<file path="src/rtl/sd_enmux_n.sv">
// sd_enmux_n: width-narrowing srdy/drdy serializer; one c_data_i word leaves as `ratio` beats on p_data_o.
// Optional macro SD_ENMUX_N_ZERO_BUBBLE_EN accepts the next word on the final-beat transfer.
//
// state | meaning
// IDLE  | nothing held; c_drdy_o high, p_srdy_o low
// BUSY  | hold_q being emitted, beat index cnt_q presented on p_data_o
`default_nettype none

module sd_enmux_n #(
  parameter int width     = 8,
  parameter int ratio     = 2,
  parameter int msb_first = 0
) (
  input  logic                     clk_i,
  input  logic                     reset_i,
  input  logic                     c_srdy_i,
  output logic                     c_drdy_o,
  input  logic [width-1:0]         c_data_i,
  output logic                     p_srdy_o,
  input  logic                     p_drdy_i,
  output logic [width/ratio-1:0]   p_data_o,
  output logic                     p_last_o
);

  localparam int BW = width / ratio;
  localparam int CW = $clog2(ratio);
  localparam logic [CW-1:0] CNT_LAST = CW'(ratio - 1);

  typedef enum logic {IDLE, BUSY} state_t;

  state_t           state_q, state_d;
  logic [CW-1:0]    cnt_q, cnt_d;
  logic [width-1:0] hold_q, hold_d;
  logic [CW-1:0]    slice_idx;
  logic [BW-1:0]    slice [ratio];
  logic             busy;
  logic             last_beat;
  logic             beat_xfer;
  logic             word_acc;

  for (genvar g = 0; g < ratio; g++) begin : g_slice
    assign slice[g] = hold_q[g*BW +: BW];
  end

  always_comb begin
    busy      = (state_q == BUSY);
    last_beat = busy & (cnt_q == CNT_LAST);
    slice_idx = (msb_first != 0) ? (CNT_LAST - cnt_q) : cnt_q;
    p_srdy_o  = busy;
    p_last_o  = last_beat;
    p_data_o  = slice[slice_idx];
`ifdef SD_ENMUX_N_ZERO_BUBBLE_EN
    // Refill path: combinational through p_drdy_i by design.
    c_drdy_o  = ~busy | (last_beat & p_drdy_i);
`else
    c_drdy_o  = ~busy;
`endif
    beat_xfer = busy & p_drdy_i;
    word_acc  = c_srdy_i & c_drdy_o;
  end

  always_comb begin
    state_d = state_q;
    cnt_d   = cnt_q;
    hold_d  = hold_q;
    if (beat_xfer) begin
      if (last_beat) begin
        cnt_d   = '0;
        state_d = IDLE;
      end else begin
        cnt_d = cnt_q + 1'b1;
      end
    end
    // A word accepted alongside the final beat overrides the return to IDLE.
    if (word_acc) begin
      hold_d  = c_data_i;
      cnt_d   = '0;
      state_d = BUSY;
    end
  end

  always_ff @(posedge clk_i) begin
    if (reset_i) begin
      state_q <= IDLE;
      cnt_q   <= '0;
      hold_q  <= '0;
    end else begin
      state_q <= state_d;
      cnt_q   <= cnt_d;
      hold_q  <= hold_d;
    end
  end

endmodule

`default_nettype wire

</file>
<file path="config.mk">
export PLATFORM = sky130hd
export DESIGN_NAME = sd_enmux_n
export DESIGN_NICKNAME = d
export VERILOG_FILES = /design/src/rtl/sd_enmux_n.sv
export SDC_FILE = /design/constraint.sdc
export NUM_CORES = 1
export LEC_CHECK = 0
export CAP_MARGIN = 20
export CORE_AREA = 2 2 39 41
export CTS_CLUSTER_DIAMETER = 200
export CTS_CLUSTER_SIZE = 14
export DETAILED_ROUTE_END_ITERATION = 10
export DIE_AREA = 0 0 41 43
export DONT_BUFFER_PORTS = 1
export GPL_TIMING_DRIVEN = 0
export SYNTH_ARGS = -nofsm -noshare
export SYNTH_HDL_FRONTEND = slang
export SYNTH_SLANG_ARGS = --single-unit
export TNS_END_PERCENT = 5
</file>
<file path="constraint.sdc">
create_clock -name clk_i -period 1.1 [get_ports clk_i]
set_clock_uncertainty 0.1 [all_clocks]
set_input_delay 0.22 -clock clk_i [delete_from_list [all_inputs] [get_ports clk_i]]
set_output_delay 0.22 -clock clk_i [all_outputs]
set_load 0.01 [all_outputs]
</file>
Word level (Yosys, flattened, before mapping)
Index checks and enable logic that the tools add are counted.
{"block": "totals", "wordCells": 21, "output_inout_bits": 7, "regBits": 10, "inputBits": 12}
{"block": "classes", "reduce_logical": 4, "order_cmp": 1, "n_mux": 7, "n_bitwise": 5, "n_addsub": 1}
{"operator": "2-to-1 mux 4 bit", "n": 3}
{"operator": "2-to-1 mux 1 bit", "n": 4}
{"operator": "nonzero test 2 bit", "n": 2}
{"operator": "bitwise AND 1 bit", "n": 3}
{"operator": ">= comparator 2 bit, second input constant", "n": 1}
{"operator": "inverter 1 -> 2 bit", "n": 1}
{"operator": "AND reduction 2 bit", "n": 1}
{"operator": "OR reduction 2 bit", "n": 1}
{"operator": "adder 1 bit, second input constant", "n": 1}
{"operator": "inverter 1 bit", "n": 1}

Longest topological paths before layout
{"block": "depth", "word_depth": 4, "mapped_depth": 4, "ltp_nobuf": 3}

Worst setup path after synthesis
Ideal clock, no wire load.
{"block": "synth_timing", "kind": "register to output", "from": "register cnt_q", "to": "output p_data_o[0]", "stages_incl_launch_ff": 3, "t_required_ns": 0.780, "arrival_ns": 0.802, "path_buffers": 1, "slack_ns": -0.022, "path_cell_list": "dfxtp_1 > buf_2 > mux2_2"}
{"block": "synth_via", "elab_chain_len": 4}
{"item": "from (decl)", "line": "32", "rtl": "logic [CW-1:0] cnt_q, cnt_d;"}
{"item": "from (signal assigned)", "line": "89", "rtl": "cnt_q <= cnt_d;"}
{"item": "inverter 1 -> 2 bit (not written as such)", "line": "51", "rtl": "p_data_o = slice[slice_idx];"}
{"item": "2-to-1 mux 4 bit (not written as such) (3 in a row)", "line": "51"}
{"item": "to (decl)", "line": "21", "rtl": "output logic [width/ratio-1:0] p_data_o,"}
Every way passes these cells. The select of a mux whose other input is x is not followed.

Worst setup path in the final report
{"block": "layout_timing", "from": "register cnt_q", "to": "output p_data_o[3]"}
Same word-level chain as after synthesis.

==> results by group <==
STA
  • Worst hold margin: 45.94 ps
  • Period Utilization, post-route: 1.234
  • Hold Fails Final Rpt: 0
  • Fin worst setup slack: -257.3 ps
  • Least-Margin Pin Slew: slightly above 300 ps
  • Final setup viols: 6
  • Fin. max-slew vios: 0
  • FMAX: 736.8 MHz
  • Unrepaired setup endpoints after global routing: true
  • Slew Limit Headroom: 0.7940
  • Minimum clock period: 1357 ps

Place
  • Port bufs: 0
  • Pre-CTS setup slack: -49.29 ps
  • Post-DP HPWL: slightly below 600 µm
  • Gpl congestion: 0.6173
  • Placed cell area: 490.5 µm²

Logic synthesis
  • Largest area contributor in the netlist: dfxtp_1
  • Synth Warn #: 0
  • Post-synthesis cell area: 467.9 µm²
  • Most numerous cell in the Yosys netlist: nand2_1
  • Register area share after synthesis: 0.4278
  • Share of the synthesized area in the top cell type: 0.4278
  • Async set-or-reset flop fraction in the synthesized netlist: 0
  • Syn avg cell area: about 9 µm²
  • FF+latch count, synth: 10
  • Top post-synthesis cells by area: dfxtp_1, a21oi_2, nand2_1, mux2_2, nand2_2
  • Post-Syn Instances: 52
  • Synth unique cells: 17
  • Post-synth EDFFs: 0
  • Top_reg_cell synth: dfxtp_1
  • Most frequent cells after synthesis: nand2_1, dfxtp_1, a21oi_2, mux2_2
  • Syn Nets: 64

Critical path
  • Cell chain of the critical path: buf_6 > mux2_4
  • Setup crit start kind: flip-flop
  • Crit-path leading delay family: multiplexers
  • CP endpoint kind: primary output
  • Arr. time, crit path: between 1000 and 1500 ps
  • Crit Reg-Reg Endpoint: cnt_q
  • FF-to-FF setup slack: -140 ps
  • Crit path required time: 780 ps
  • Slowest stage delay, CP: 330 ps
  • CP Max Fanout: 5
  • Crit path buf inv count: 1
  • Critical path class: flip-flop to primary output
  • Max stage delay cell, worst path: mux2_4
  • Reg-to-Reg Start: cnt_q
  • Worst R2R Path Depth: 6

GRT
  • Total GRT Usage: 0.1342
  • Vias in the first global route: 350
  • GR peak layer: met1
  • Aggregate global routing overflow: 0
  • Global-route wire length before repair: approximately 1.5 mm
  • Initial antenna violation count: 0
  • Met3 Use GR: 0.09948
  • GRT met1 Usage: 0.1732
  • Largest net degree at the start of global routing: 11
  • M2 GR Usage: 0.1719

Outcome
  • Violated checks: setup timing
  • Status: complete, but fails checks

Floorplanning
  • I/O pin count: 19
  • Initial Util: 0.3382
  • Die area: 0.001763 mm²
  • Die width: about 41 µm
  • Core Rows: 14
  • Core ar.: 0.001384 mm²
  • Die Height: 43 µm

Detailed routing
  • Antenna-violating nets left: 0
  • Routed WL per cell: 11.33 µm
  • DR pass1 iterations: 3
  • DR vias/cell: roughly 4.7
  • Drt first-iter violations: 3
  • Detailed-route DRC error count: 0
  • Final wirelength: 940 µm
  • Via count: approximately 400

Cells and area
  • P&R area growth vs syn: 41.71%
  • Total Nets Final: 80
  • Layout cell share with drive strength beyond 1: 0.4328
  • Inserted Diodes: 0
  • Final Cell Area: 663.1 µm²

Worst hold path
  • Hold wc startpoint: c_srdy_i
  • Worst hold endpoint: p_srdy_o
  • Hold Crit Depth: 2
  • Hold WC Path Type: input port to flip-flop

Clock tree
  • Maximum clock path buffer count: 2
  • Clock tree root driver cell: clkbuf_4
  • H-tree lvl count: 1
  • CTS sink count: 10
  • Clk pin slew, worst setup/hold paths: 70 ps
  • CTS Buf Count: 3
  • TritonCTS clock tree: done
  • Worst-skew pair later-pin latency: 270 ps

Power and ir drop
  • Pwr Density: approximately 1300 mW/mm²
  • Pleak: 0.2596 nW
  • Worst vdd ir: approximately 970 µV

Flow run
  • Max_cap viols: 0
## state kept, by name, indices dropped and copies added, names as in the netlist
signal	count
cnt_q	1
hold_q	8
p_srdy_o	1
## report_power, final
group          internal (mW)  switching [mW]  total (mW)
combinational         0.0796          0.0663       0.146
sequential             0.384          0.0166       0.400
clock                  0.201           0.129       0.330
## final cells by class
cell class	instances	area (µm²)
Buffer	4	35.03
Clock buffer	4	36.28
Fill cell	142	720.7
Inverter	1	3.754
Multi-Input combinational cell	37	257.7
Sequential cell	10	205.2
Tap cell	16	20.02
Timing Repair Buffer	11	105.1
## per-layer routing
metal / routed length (µm) / up-vias
met5: 0 / -
met4: 0 / 0
met3: 86 / 0
met2: 457 / 14
met1: 396 / 180
li1: - / 199
## cells in the final DEF, fill, tap and decap left out, types with 2 or more instances in the layout
master,count
dfxtp_1,8
clkbuf_4,3
buf_6,2
nand2_2,2
buf_4,3
a21oi_2,8
nand2_1,14
dlygate4sd3_1,9
mux2_4,4
nor2_1,2
## repair_timing
| item | in CTS | in global routing |
|---|---|---|
| endpoints found under the hold margin | 9 | 0 |
| setup endpoints to repair | 14 | 15 |
| setup buffers | 2 | 0 |
| hold buffers | 9 | 0 |
| pin swaps | 2 | 0 |
| gates resized for setup | 9 | 3 |
## stage by stage
stage	total power [mW]	std cells	TNS, ps	utilization
global placement	0.5086	68	-324.9	0.3544
detailed placement	0.5102	68	-418.8	0.3544
floorplan	0.4934	52	0	-
global route	0.9328	83	-1584	0.4792
CTS	0.8859	83	-1397	0.4774
finish	0.8766	83	-1374	0.4792
## worst max-delay path by stage
stage | from | endpoint | slack [ps] | cells past startpoint
floorplan | cnt_q | p_data_o[0] | 8 | 2
global placement | cnt_q | p_data_o[3] | -40 | 2
detailed placement | p_srdy_o | hold_q[6] | -50 | 4
CTS | cnt_q | p_data_o[3] | -260 | 2
global route | cnt_q | p_data_o[3] | -290 | 2
finish | cnt_q | p_data_o[3] | -260 | 2
## cell families after synthesis
kind of cell	after synthesis	synth area share
simple gates	22	0.2166
compound gates	10	0.1765
flops	10	0.4278
buf+inv	5	0.06415
mux	4	0.09625
xor+xnor	1	0.01872
Power figures use the tool's default switching activity.
